$ cat src/rtl/i2c_txn_scheduler.sv
// Sequences the I2C transaction engine: codec power-up wait, WM8731 init table
// with retries, then a single user register read/write port.
module i2c_txn_scheduler #(
  parameter logic [6:0]  DEV_ADDR  = 7'h1A,
  parameter logic [19:0] PWR_DELAY = 20'd500000,
  parameter logic [7:0]  GAP       = 8'd100,
  parameter logic [1:0]  MAX_RETRY = 2'd3
) (
  input  logic       clock,
  input  logic       reset,
  input  logic       eng_done,
  input  logic       eng_ack_failed,
  input  logic [7:0] eng_rdata,
  output logic [8:0] dev_address_s,
  output logic [7:0] reg_address_s,
  output logic [7:0] data_s,
  input  logic       usr_req,
  input  logic       usr_rw,
  input  logic [7:0] usr_reg,
  input  logic [7:0] usr_wdata,
  output logic       usr_ack,
  output logic       usr_done,
  output logic [7:0] usr_rdata,
  output logic       usr_err,
  output logic       init_done,
  output logic       init_fault
);

  // state      | meaning
  // PWR_WAIT   | waiting for codec power-up after reset
  // INIT_ISSUE | start pulse for current table entry
  // INIT_WAIT  | table write in flight
  // GAP_WAIT   | idle spacing after any transaction
  // IDLE       | init complete, waiting for a user request
  // USR_ISSUE  | start pulse for the latched user request
  // USR_WAIT   | user transaction in flight
  // FAULT      | a table entry exhausted its retries; terminal until reset
  localparam logic [2:0] S_PWR_WAIT   = 3'd0;
  localparam logic [2:0] S_INIT_ISSUE = 3'd1;
  localparam logic [2:0] S_INIT_WAIT  = 3'd2;
  localparam logic [2:0] S_GAP_WAIT   = 3'd3;
  localparam logic [2:0] S_IDLE       = 3'd4;
  localparam logic [2:0] S_USR_ISSUE  = 3'd5;
  localparam logic [2:0] S_USR_WAIT   = 3'd6;
  localparam logic [2:0] S_FAULT      = 3'd7;

  localparam logic [3:0] TBL_LEN = 4'd11;

  logic [2:0]  state_q, state_d;
  logic [19:0] cnt_q, cnt_d;
  logic [3:0]  idx_q, idx_d;
  logic [1:0]  retry_q, retry_d;
  logic        nack_q, nack_d;
  logic        rw_q, rw_d;
  logic [7:0]  reg_q, reg_d;
  logic [7:0]  wdata_q, wdata_d;
  logic        usr_done_q, usr_done_d;
  logic        usr_err_q, usr_err_d;
  logic [7:0]  usr_rdata_q, usr_rdata_d;
  logic        init_done_q, init_done_d;
  logic        init_fault_q, init_fault_d;

  logic [6:0] tbl_reg;
  logic [8:0] tbl_dat;
  logic       pwr_tc;
  logic       gap_tc;
  logic       nack_eff;
  logic       last_retry;

  // WM8731 register address is 7 bits; data bit 8 rides in the register byte.
  always_comb begin
    tbl_reg = 7'h00;
    tbl_dat = 9'h000;
    case (idx_q)
      4'd0:    begin tbl_reg = 7'h0F; tbl_dat = 9'h000; end
      4'd1:    begin tbl_reg = 7'h00; tbl_dat = 9'h017; end
      4'd2:    begin tbl_reg = 7'h01; tbl_dat = 9'h017; end
      4'd3:    begin tbl_reg = 7'h02; tbl_dat = 9'h079; end
      4'd4:    begin tbl_reg = 7'h03; tbl_dat = 9'h079; end
      4'd5:    begin tbl_reg = 7'h04; tbl_dat = 9'h012; end
      4'd6:    begin tbl_reg = 7'h05; tbl_dat = 9'h000; end
      4'd7:    begin tbl_reg = 7'h06; tbl_dat = 9'h000; end
      4'd8:    begin tbl_reg = 7'h07; tbl_dat = 9'h00A; end
      4'd9:    begin tbl_reg = 7'h08; tbl_dat = 9'h000; end
      4'd10:   begin tbl_reg = 7'h09; tbl_dat = 9'h001; end
      default: begin tbl_reg = 7'h00; tbl_dat = 9'h000; end
    endcase
  end

  assign pwr_tc     = ({1'b0, cnt_q} + 21'd1) >= {1'b0, PWR_DELAY};
  assign gap_tc     = ({1'b0, cnt_q} + 21'd1) >= {13'd0, GAP};
  assign nack_eff   = nack_q | eng_ack_failed;
  assign last_retry = ({1'b0, retry_q} + 3'd1) >= {1'b0, MAX_RETRY};

  always_comb begin
    state_d      = state_q;
    cnt_d        = cnt_q;
    idx_d        = idx_q;
    retry_d      = retry_q;
    nack_d       = nack_q;
    rw_d         = rw_q;
    reg_d        = reg_q;
    wdata_d      = wdata_q;
    usr_done_d   = 1'b0;
    usr_err_d    = 1'b0;
    usr_rdata_d  = usr_rdata_q;
    init_done_d  = init_done_q;
    init_fault_d = init_fault_q;
    case (state_q)
      S_PWR_WAIT: begin
        if (pwr_tc) begin
          state_d = S_INIT_ISSUE;
          cnt_d   = 20'd0;
          idx_d   = 4'd0;
          retry_d = 2'd0;
        end else begin
          cnt_d = cnt_q + 20'd1;
        end
      end
      S_INIT_ISSUE: begin
        nack_d  = 1'b0;
        state_d = S_INIT_WAIT;
      end
      S_INIT_WAIT: begin
        if (eng_ack_failed) nack_d = 1'b1;
        if (eng_done) begin
          cnt_d   = 20'd0;
          state_d = S_GAP_WAIT;
          if (!nack_eff) begin
            idx_d   = idx_q + 4'd1;
            retry_d = 2'd0;
          end else if (!last_retry) begin
            retry_d = retry_q + 2'd1;
          end else begin
            init_fault_d = 1'b1;
            state_d      = S_FAULT;
          end
        end
      end
      S_GAP_WAIT: begin
        if (gap_tc) begin
          cnt_d = 20'd0;
          if (init_done_q) begin
            state_d = S_IDLE;
          end else if (idx_q == TBL_LEN) begin
            init_done_d = 1'b1;
            state_d     = S_IDLE;
          end else begin
            state_d = S_INIT_ISSUE;
          end
        end else begin
          cnt_d = cnt_q + 20'd1;
        end
      end
      S_IDLE: begin
        if (usr_req) begin
          rw_d    = usr_rw;
          reg_d   = usr_reg;
          wdata_d = usr_wdata;
          state_d = S_USR_ISSUE;
        end
      end
      S_USR_ISSUE: begin
        nack_d  = 1'b0;
        state_d = S_USR_WAIT;
      end
      S_USR_WAIT: begin
        if (eng_ack_failed) nack_d = 1'b1;
        if (eng_done) begin
          usr_done_d = 1'b1;
          usr_err_d  = nack_eff;
          if (rw_q && !nack_eff) usr_rdata_d = eng_rdata;
          cnt_d   = 20'd0;
          state_d = S_GAP_WAIT;
        end
      end
      S_FAULT: state_d = S_FAULT;
      default: state_d = S_PWR_WAIT;
    endcase
  end

  always_ff @(posedge clock or negedge reset) begin
    if (!reset) begin
      state_q      <= S_PWR_WAIT;
      cnt_q        <= 20'd0;
      idx_q        <= 4'd0;
      retry_q      <= 2'd0;
      nack_q       <= 1'b0;
      rw_q         <= 1'b0;
      reg_q        <= 8'h00;
      wdata_q      <= 8'h00;
      usr_done_q   <= 1'b0;
      usr_err_q    <= 1'b0;
      usr_rdata_q  <= 8'h00;
      init_done_q  <= 1'b0;
      init_fault_q <= 1'b0;
    end else begin
      state_q      <= state_d;
      cnt_q        <= cnt_d;
      idx_q        <= idx_d;
      retry_q      <= retry_d;
      nack_q       <= nack_d;
      rw_q         <= rw_d;
      reg_q        <= reg_d;
      wdata_q      <= wdata_d;
      usr_done_q   <= usr_done_d;
      usr_err_q    <= usr_err_d;
      usr_rdata_q  <= usr_rdata_d;
      init_done_q  <= init_done_d;
      init_fault_q <= init_fault_d;
    end
  end

  // Bytes are decoded from state so an async reset clears them at once.
  always_comb begin
    dev_address_s = 9'h000;
    reg_address_s = 8'h00;
    data_s        = 8'h00;
    case (state_q)
      S_INIT_ISSUE, S_INIT_WAIT: begin
        dev_address_s = {state_q == S_INIT_ISSUE, DEV_ADDR, 1'b0};
        reg_address_s = {tbl_reg, tbl_dat[8]};
        data_s        = tbl_dat[7:0];
      end
      S_USR_ISSUE, S_USR_WAIT: begin
        dev_address_s = {state_q == S_USR_ISSUE, DEV_ADDR, rw_q};
        reg_address_s = reg_q;
        data_s        = rw_q ? 8'h00 : wdata_q;
      end
      default: ;
    endcase
  end

  assign usr_ack    = (state_q == S_IDLE) & usr_req;
  assign usr_done   = usr_done_q;
  assign usr_err    = usr_err_q;
  assign usr_rdata  = usr_rdata_q;
  assign init_done  = init_done_q;
  assign init_fault = init_fault_q;

endmodule

$ cat config.mk
export PLATFORM = sky130hd
export DESIGN_NAME = i2c_txn_scheduler
export DESIGN_NICKNAME = d
export VERILOG_FILES = /design/src/rtl/i2c_txn_scheduler.sv
export SDC_FILE = /design/constraint.sdc
export NUM_CORES = 1
export LEC_CHECK = 0
export ABC_AREA = 1
export CAP_MARGIN = 20
export CORE_ASPECT_RATIO = 0.7
export CORE_MARGIN = 8
export CORE_UTILIZATION = 49
export DETAILED_ROUTE_END_ITERATION = 10
export MAX_ROUTING_LAYER = met4
export PLACE_DENSITY = 0.74
export SYNTH_ARGS = -nofsm -noshare
export SYNTH_HDL_FRONTEND = slang
export SYNTH_SLANG_ARGS = --single-unit
$ cat constraint.sdc
create_clock -name clock -period 2.23 [get_ports clock]
set_input_delay 0.223 -clock clock [delete_from_list [all_inputs] [get_ports clock]]
set_output_delay 0.223 -clock clock [all_outputs]
set_load 0.01 [all_outputs]
==> flow_summary.json <==
{
  "wl_per_cell_um": 15.9,
  "gp_congestion": 0.922,
  "drtPass1Iterations": 6,
  "syn-mean-instance-area_sq_um": 7.32,
  "critPathKind": "reg -> reg",
  "yosys_warnings": 0,
  "root_buffer": "clkbuf_16",
  "tightest_slew_ns": 0.778,
  "grt_max_degree": 60,
  "p_sw_w": 0.00235,
  "start_kind": "flop",
  "grt_antenna_before_repair": 0,
  "ant_nets": 0,
  "cp.arrival_ns": 2.47,
  "slowest_stage": "dfrtp_1",
  "final_util_pct": 69.6,
  "comb_power_share_pct": 51.1,
  "final_cells": 730,
  "grt_pass1_wl_mm": 17.6,
  "layout-drive-gt1-share_pct": 27.8,
  "synth_top_cell_by_area": "dfrtp_1",
  "start_util_pct": 49.9,
  "ys_top_cells_by_area": "dfrtp_1 (38%), nand2_1 (15%), inv_1 (5.8%)",
  "nNetsFinal": 662,
  "hpwl_mm": 7.79,
  "die_h_um": 90.4,
  "dpl_cell_area_sq_um": 4680,
  "yosys_most_used_dff": "dfrtp_1",
  "timing.final.crit_share_pct": 99.1,
  "ir_drop_mv": 0.776,
  "cp.required_ns": 2.49,
  "routed_via_density": 5.36,
  "synth_top_area_share_pct": 38.1,
  "die_w_um": 122,
  "r2r_cells": 12,
  "clock_power_share_pct": 23.8,
  "crit_fanout": 5,
  "fmax_mhz": 452,
  "clk_pin_slew_ns": 0.06,
  "ys_ff_latch": 59,
  "period_needed_ns": 2.21,
  "endpoint_kind": "flop",
  "grt_pass1_vias": 3721,
  "io_pins": 68,
  "vias": 3914,
  "syn_area_sq_um": 3870,
  "p_total_w": 0.00553,
  "hold_viol": 0,
  "drt_iter0_markers": 266,
  "place.port_buffers": 63,
  "clk_latency_ns": 0.33,
  "powerDensity_nw_per_um2": 1020,
  "synth-seq-area-share_pct": 38.1,
  "crit-reg2reg-launch": "cnt_q[15]$_DFFE_PN0P_",
  "htree_levels": 3,
  "place_inst": 696,
  "core_sq_um": 7770,
  "cpPeakStageDelay_ns": 0.49,
  "setup_viol_count_final": 0,
  "clockBufferDepth": 2,
  "areaGrowthSynthToFinish_pct": 39.6,
  "switching_share_pct": 42.4,
  "cts_sinks": 59,
  "p_leak_nw": 2.65,
  "async_reset_ff_share_pct": 100,
  "synth_cells": 529,
  "ys_types": 41,
  "rows": 27,
  "routed_wl_mm": 11.6,
  "maxCapViolations": 0,
  "hp-class": "in -> async",
  "status": "finished clean",
  "pwr-share-seq_pct": 25.1,
  "cts_tree": "built",
  "die-area_sq_um": 11100,
  "maxSlewViolCount": 0,
  "drc_errors": 0,
  "overflow": 0,
  "cts_buffers": 9,
  "synth_edf_count": 0,
  "r2r_setup_slack_ns": 0.02,
  "rsz0062_at_grt": "yes",
  "fillCellCount": 623,
  "slew_headroom_pct": 48.1,
  "stdcell_area_sq_um": 5410,
  "crit_path_cell_trace": "nand2_1 -> nor2_1 -> nand2_1 -> o21ai_2 -> nand2_2 -> nand2_4 -> nor2_4 -> a21oi_4 -> nand3_4 -> nand2_4 -> nand3_2 -> o21ai_2",
  "timing.rr.end": "cnt_q[15]$_DFFE_PN0P_",
  "internal_power_w": 0.00318,
  "clock_skew_ns": 0.00616,
  "grt_use_total_pct": 20.1,
  "antenna_cells": 0,
  "postCtsHoldBufs": 0,
  "hold_ws_ns": 0.0566
}
## stage by stage
step	setup WS, ns	TNS [ns]
after detailed placement	-0.0703	-0.610
after global placement	0.0215	0
after CTS	0.00622	0
after global routing	-0.0743	-1.05
final	0.0195	0
after floorplan	0.260	0
## registers in the layout (all words and copies together) (netlist names)
register	cells
cnt_q	20
reg_q	8
usr_rdata	8
wdata_q	8
idx_q	4
state_q	3
retry_q	2
init_done	1
init_fault	1
nack_q	1
rw_q	1
usr_done	1
usr_err	1
## placed cells by master (no fill, tap or decap), types with 2 or more instances in the layout
cell type,count
a21oi_1,3
a22o_1,2
buf_12,3
buf_2,3
buf_4,25
buf_6,4
clkbuf_16,9
clkbuf_2,7
clkdlybuf4s50_1,44
clkinv_4,2
conb_1,4
dfrtp_1,59
dlygate4sd2_1,8
ha_1,7
inv_1,60
inv_2,4
inv_6,2
mux2_2,8
nand2_1,135
nand2_2,25
nand2_4,10
nand2_8,2
nand3_1,33
nand3_2,15
nand3_4,6
nand4_1,4
nor2_1,42
nor2_2,11
nor2_4,16
nor3_1,4
o21ai_0,20
o21ai_1,19
o21ai_2,10
## worst max-delay path by stage
stage | start | end | cells after the start
global route | cnt_q[1]$_DFFE_PN0P_ | cnt_q[13]$_DFFE_PN0P_ | 14
detailed placement | cnt_q[0]$_DFFE_PN0P_ | cnt_q[10]$_DFFE_PN0P_ | 14
global placement | state_q[0]$_DFFE_PN0P_ | reg_address_s[3] | 10
CTS | state_q[0]$_DFFE_PN0P_ | data_s[3] | 10
floorplan | state_q[0]$_DFFE_PN0P_ | data_s[1] | 8
finish | cnt_q[15]$_DFFE_PN0P_ | cnt_q[15]$_DFFE_PN0P_ | 12
## repair_timing
action,in CTS,in global routing
gates cloned,1,1
hold endpoints to repair,0,0
setup buffers,3,13
endpoints found under the setup margin,36,41
gates resized for setup,32,95
pin swaps,1,35
## cells in the mapped netlist (3+ instances only)
cell / count
nand2_1: 153
inv_1: 60
dfrtp_1: 59
nor2_1: 56
nand3_1: 44
o21ai_0: 27
nand2_2: 13
o21ai_1: 13
nand3_2: 10
o21ai_2: 10
ha_1: 8
mux2_2: 8
nor2_2: 8
buf_4: 6
clkbuf_1: 6
nor2_4: 5
inv_2: 4
nand2_4: 4
nand4_1: 4
nor3_1: 4
a21oi_1: 3
## kinds of logic (layout without fill, tap and decap cells)
| logic type | count (synthesis) | after routing | synth area share, % |
|---|---|---|---|
| AO/OA/AOI/OAI | 67 | 67 | 11.0 |
| multiplexers | 8 | 8 | 2.33 |
| other | 1 | 4 | 0.0968 |
| adder cells (fa/ha/maj) | 8 | 8 | 2.58 |
| flip-flops | 59 | 59 | 38.1 |
| AND/OR/NAND/NOR | 304 | 306 | 36.8 |
| buffers and inverters | 82 | 177 | 9.04 |
## worst max-delay path, delay by kind of cell, from the launching register on
family | cells | cell delay, ns
AO/OA/AOI/OAI | 3 | 0.44
flip-flops | 1 | 0.49
AND/OR/NAND/NOR | 9 | 1.21
## layer usage
metal / share of wire (%) / up-vias / global-route usage (%)
li1: - / 1880 / -
met1: 47 / 1844 / 27.8
met2: 44 / 174 / 27.9
met3: 7.4 / 16 / 5.68
met4: 1.1 / 0 / 5.26
met5: 0 / - / -
## power by group through the flow
stage | combinational (W) | clock, W | sequential, W
finish | 0.00283 | 0.00132 | 0.00139
global route | 0.00305 | 0.00139 | 0.00141
CTS | 0.00249 | 0.00134 | 0.00138
detailed placement | 0.00237 | 0 | 0.00141
global placement | 0.00236 | 0 | 0.00140
floorplan | 0.00146 | 0 | 0.00141
## cell type report
| type | instances | area, sq um | area share (%) |
|---|---|---|---|
| repair buffers | 95 | 863 | 16.0 |
| inverters | 66 | 250 | 4.63 |
| flip-flops and latches | 59 | 1480 | 27.3 |
| well taps | 101 | 126 | 2.34 |
| clock buffers | 10 | 239 | 4.42 |
| multi-input cells | 393 | 2410 | 44.5 |
| clock inverters | 6 | 47.5 | 0.879 |
Note: power is estimated with default switching activity, not from simulation.
